File: src/rtl/mem_stage.sv
// MIPS MEM pipeline stage: branch resolution, data-memory req/ack access
// with stall and timeout, and the MEM/WB pipeline latch.
//
// Handshake: dmem_req rises on the edge after a load/store is accepted in
// IDLE and stays high, with dmem_we/dmem_addr/dmem_wdata stable, until the
// cycle in which dmem_ack pulses (dmem_rdata valid in that same cycle) or
// the wait counter expires; it drops on the following edge. Upstream holds
// the EX/MEM latch while stall=1 and advances on the edge where stall=0.
module mem_stage #(
    parameter int TIMEOUT = 16
) (
    input  logic        clk,
    input  logic        rst_n,
    input  logic        in_valid,
    input  logic [1:0]  wb_ctl,
    input  logic [2:0]  m_ctl,
    input  logic [31:0] add_result,
    input  logic        zero,
    input  logic [31:0] alu_result,
    input  logic [31:0] rdata2,
    input  logic [4:0]  five_bit_muxout,
    output logic        stall,
    output logic        pc_src,
    output logic [31:0] branch_target,
    output logic        dmem_req,
    output logic        dmem_we,
    output logic [31:0] dmem_addr,
    output logic [31:0] dmem_wdata,
    input  logic [31:0] dmem_rdata,
    input  logic        dmem_ack,
    output logic [1:0]  wb_ctlout,
    output logic [31:0] read_data,
    output logic [31:0] mem_alu_result,
    output logic [4:0]  write_reg,
    output logic        wb_valid,
    output logic        mem_err
);
    localparam int CW = $clog2(TIMEOUT + 1);
    localparam logic [CW-1:0] LAST_CNT = CW'(TIMEOUT - 1);

    typedef enum logic [1:0] {IDLE = 2'd0, RD_WAIT = 2'd1, WR_WAIT = 2'd2} state_t;

    // state is left as a named enum so checkers can bind to it directly
    state_t        state;
    state_t        state_nxt;
    logic [CW-1:0] cnt;
    logic [1:0]    cap_wb;
    logic [4:0]    cap_reg;
    logic          mem_op;
    logic          waiting;
    logic          done;
    logic          expire;

    assign mem_op        = in_valid & (m_ctl[1] | m_ctl[0]);
    assign waiting       = (state != IDLE);
    assign done          = waiting & dmem_ack;
    // an ack in the final wait cycle takes priority over the timeout
    assign expire        = waiting & ~dmem_ack & (cnt == LAST_CNT);
    assign pc_src        = in_valid & m_ctl[2] & zero & (state == IDLE);
    assign branch_target = add_result;

    // state register
    always_ff @(posedge clk or negedge rst_n) begin
        if (!rst_n) state <= IDLE;
        else        state <= state_nxt;
    end

    // next-state and stall decode
    always_comb begin
        state_nxt = state;
        stall     = 1'b0;
        case (state)
            IDLE: begin
                if (mem_op) begin
                    stall     = 1'b1;
                    state_nxt = m_ctl[1] ? RD_WAIT : WR_WAIT;
                end
            end
            RD_WAIT, WR_WAIT: begin
                stall = ~dmem_ack & ~expire;
                if (done | expire) state_nxt = IDLE;
            end
            default: state_nxt = IDLE;
        endcase
    end

    // memory interface, captured fields, wait counter, error flag and MEM/WB latch
    always_ff @(posedge clk or negedge rst_n) begin
        if (!rst_n) begin
            dmem_req       <= 1'b0;
            dmem_we        <= 1'b0;
            dmem_addr      <= '0;
            dmem_wdata     <= '0;
            cap_wb         <= '0;
            cap_reg        <= '0;
            cnt            <= '0;
            mem_err        <= 1'b0;
            wb_ctlout      <= '0;
            read_data      <= '0;
            mem_alu_result <= '0;
            write_reg      <= '0;
            wb_valid       <= 1'b0;
        end else begin
            case (state)
                IDLE: begin
                    if (mem_op) begin
                        dmem_req   <= 1'b1;
                        dmem_we    <= ~m_ctl[1];
                        dmem_addr  <= alu_result;
                        dmem_wdata <= rdata2;
                        cap_wb     <= wb_ctl;
                        cap_reg    <= five_bit_muxout;
                        cnt        <= '0;
                        wb_valid   <= 1'b0;
                        wb_ctlout  <= '0;
                    end else if (in_valid) begin
                        wb_ctlout      <= wb_ctl;
                        mem_alu_result <= alu_result;
                        write_reg      <= five_bit_muxout;
                        read_data      <= '0;
                        wb_valid       <= 1'b1;
                    end else begin
                        wb_valid  <= 1'b0;
                        wb_ctlout <= '0;
                    end
                end
                RD_WAIT, WR_WAIT: begin
                    if (done) begin
                        dmem_req       <= 1'b0;
                        wb_ctlout      <= cap_wb;
                        mem_alu_result <= dmem_addr;
                        write_reg      <= cap_reg;
                        read_data      <= (state == RD_WAIT) ? dmem_rdata : '0;
                        wb_valid       <= 1'b1;
                    end else if (expire) begin
                        dmem_req  <= 1'b0;
                        mem_err   <= 1'b1;
                        wb_valid  <= 1'b0;
                        wb_ctlout <= '0;
                    end else begin
                        cnt       <= cnt + CW'(1);
                        wb_valid  <= 1'b0;
                        wb_ctlout <= '0;
                    end
                end
                default: begin
                    dmem_req  <= 1'b0;
                    wb_valid  <= 1'b0;
                    wb_ctlout <= '0;
                end
            endcase
        end
    end

endmodule

File: config.mk
export PLATFORM = sky130hd
export DESIGN_NAME = mem_stage
export DESIGN_NICKNAME = d
export VERILOG_FILES = /design/src/rtl/mem_stage.sv
export SDC_FILE = /design/constraint.sdc
export NUM_CORES = 1
export LEC_CHECK = 0
export ABC_AREA = 1
export CELL_PAD_IN_SITES_DETAIL_PLACEMENT = 1
export CELL_PAD_IN_SITES_GLOBAL_PLACEMENT = 2
export CORE_MARGIN = 2
export CORE_UTILIZATION = 23
export CTS_CLUSTER_DIAMETER = 40
export DETAILED_ROUTE_END_ITERATION = 10
export GPL_ROUTABILITY_DRIVEN = 1
export PLACE_DENSITY_LB_ADDON = 0.1
export RECOVER_POWER = 100
export SYNTH_ARGS = -nofsm -noshare
export SYNTH_HDL_FRONTEND = slang
export SYNTH_SLANG_ARGS = --single-unit
File: constraint.sdc
create_clock -name clk -period 1.9 [get_ports clk]
set_clock_uncertainty 0.05 [all_clocks]
set_input_delay 0.285 -clock clk [delete_from_list [all_inputs] [get_ports clk]]
set_output_delay 0.285 -clock clk [all_outputs]
set_load 0.1 [all_outputs]
==> key figures <==
Finish
  • Fin cells: 1481
  • Area growth syn-to-layout: 41.08%
  • Fillers: 3547
  • Antenna fix cells: 0
  • Final core utilization: 0.3309
  • Final Net Count: 1226
  • Layout cells sized above 1: 0.2154
  • Fin area: 9861 µm²

STA
  • Normalized max-slew margin: 0.3573
  • Final Critical Period: 2.247 ns
  • Final setup viols: 2
  • Worst-Margin Slew: 0.9640 ns
  • Final Worst Setup Slack: -0.3471 ns
  • Final max-slew violation count: 0
  • RSZ-0062 raised after global routing: yes
  • Fin. Hold Viols: 0
  • Fmax: 445.0 MHz
  • Crit share post-route: 1.183

Global route
  • Initial antenna violation count: 0
  • Grt ovf: 0
  • First-pass GRT wire length: 36270 µm
  • GRT Total Usage: 0.1477
  • Vias in the first global route: 6258
  • Largest net degree at the start of global routing: 63

Status
  • Failing checks: negative setup slack
  • Run status: finished, violations left

Synth
  • Yosys Warn Count: 0
  • Post-synth top cells: 384 x nand2_1, 153 x dfrtp_1, 60 x o21ai_0, 47 x inv_1, 44 x nand3_1
  • Post-synth top area cell: dfrtp_1
  • Post-Syn Area: 6989 µm²
  • Synth unique cells: 22
  • Area contributors post-synth: dfrtp_1 55%, nand2_1 21%, o21ai_0 4.3%
  • Post-synth top area share: 0.5478
  • Primary FF master, synth: dfrtp_1
  • Post-Syn Area per Cell: 8.232 µm²
  • Syn nets: 997
  • Cell with the most instances after synthesis: nand2_1
  • Synthesized flop and latch total: 153
  • Number of synthesized flops with an enable pin: 0
  • Post-synthesis sequential area ratio: 0.5478
  • Ys async rst share: 1.000
  • Synthesized instance count: 849

Worst setup path
  • Critical path type: register to output pin
  • R2r startpoint: state[1]$_DFFE_PN0P_
  • CP max FO: 2
  • Arr. time, crit path: 1.91 ns
  • Setup crit end kind: output pin
  • Critical Path Start Type: register
  • Data required time of the worst path: 1.56 ns
  • Crit. Startpoint: cnt[1]$_DFFE_PN0P_

Flow run
  • Max-cap viol count: 0

Placed design
  • Cells after DPL: 1444
  • Placed inst area: 9637 µm²
  • Dpl hpwl: 15960 µm
  • I/O Buffers: 251
  • Worst slack, placed: -0.003817 ns
  • Gpl congestion: 0.7066

Drt
  • Via count: 6218
  • Wirelength per Cell: 15.77 µm
  • Wirelength, routed: 23360 µm
  • DRC violations left: 0
  • First-pass DRT Iterations: 4
  • Initial DRC Count: 264
  • DRT antenna net count: 0
  • Avg Vias per Cell: 4.199

CTS
  • Clock sink count: 153
  • Clock root buffer: clkbuf_16
  • Inserted Clock Buffers: 17
  • Clock transition at path regs: 0.08 ns
  • Worst-skew pair later-pin latency: 0.42 ns
  • CTS tree: built
  • H-tree depth: 4
  • Max Root-Sink Buffers: 2

Hold path
  • Hold_sp: rdata2[27]
  • Worst min path class: primary input to register

Die
  • I/O Pins: 316
  • Placeable Area: 29800 µm²
  • DIE WIDTH: 178.3 µm
  • Chip Height: 178.3 µm
  • Starting Density: 0.2346
  • Die area: 31800 µm²
  • Rows: 63
## metrics by stage
stage          setup TNS [ns]  hold WS, ns
2_1_floorplan               0     -0.06059
3_3_place_gp                0       0.1777
3_5_place_dp        -0.003817       0.1739
4_1_cts               -0.4054       0.2754
5_1_grt                -2.119       0.3211
6_report              -0.3663       0.3385
## metal layers
| metal | routed length (µm) | vias up | track usage |
|---|---|---|---|
| met5 | 0 | - | 0 |
| met4 | 287 | 0 | 0.04234 |
| met3 | 1442 | 15 | 0.03836 |
| met2 | 10470 | 196 | 0.2275 |
| met1 | 11160 | 2931 | 0.2038 |
| li1 | - | 3076 | - |
## placed cells by master (no fill, tap or decap), types with 10 or more instances in the layout
cell type	synthesis	routed
clkdlybuf4s50_1	0	109
clkbuf_16	0	17
nand2_1	384	380
buf_4	35	24
o21ai_1	12	12
buf_12	0	10
dfrtp_1	153	153
o21ai_0	60	60
inv_1	47	46
clkbuf_2	0	141
nand3_1	44	44
nand3b_1	32	32
## timing repair
item	4_1_cts	5_1_grt
hold endpoints to repair	28	0
hold buffers	1	0
setup endpoints to repair	2	6
gates resized for setup	10	4
setup buffers	3	1
pin swaps	1	3
## logic make-up (layout without fill, tap and decap cells)
group / count (synthesis) / after routing / synth area share
AND/OR/NAND/NOR: 478 / 478 / 0.2852
adder cells (fa/ha/maj): 5 / 5 / 0.008951
flip-flops: 153 / 153 / 0.5478
buffers and inverters: 129 / 371 / 0.09363
AO/OA/AOI/OAI: 84 / 84 / 0.06445
## path summary, 6_finish.rpt
| kind | depth (start not counted) | endpoint | slack [ns] |
|---|---|---|---|
| worst max-delay path | 9 | stall | -0.35 |
| worst min-delay path | 3 | dmem_wdata[27]$_DFFE_PN0P_ | 0.34 |
| worst max register to register | 9 | dmem_addr[23]$_DFFE_PN0P_ | 0.05 |
| worst min register to register | 2 | mem_alu_result[22]$_DFFE_PN0P_ | 0.42 |
| max in group asynchronous | 3 | mem_alu_result[30]$_DFFE_PN0P_ | 0.18 |
| min in group asynchronous | 2 | dmem_addr[5]$_DFFE_PN0P_ | 0.49 |
## layout make-up
type	instances	area (µm²)	share of cell area
Clock buffer	18	439.2	0.04454
Clock inverter	14	148.9	0.01510
Inverter	49	185.2	0.01878
Multi-Input combinational cell	567	2554	0.2590
Sequential cell	153	3829	0.3883
Tap cell	390	488.0	0.04949
Timing Repair Buffer	290	2217	0.2248
## worst max-delay path, cell delays in order, from the launching register on
cell and delay (ns):
dfrtp_1 0.36, ha_2 0.18, nand2_1 0.06, nor2_2 0.11, ha_2 0.21, nand2_2 0.07, nand2_2 0.09, nor2_2 0.05
o21a_4 0.20, buf_12 0.16
Power is not shown: default switching activity piles up to over one toggle a cycle in this logic, so the estimate is an artifact.
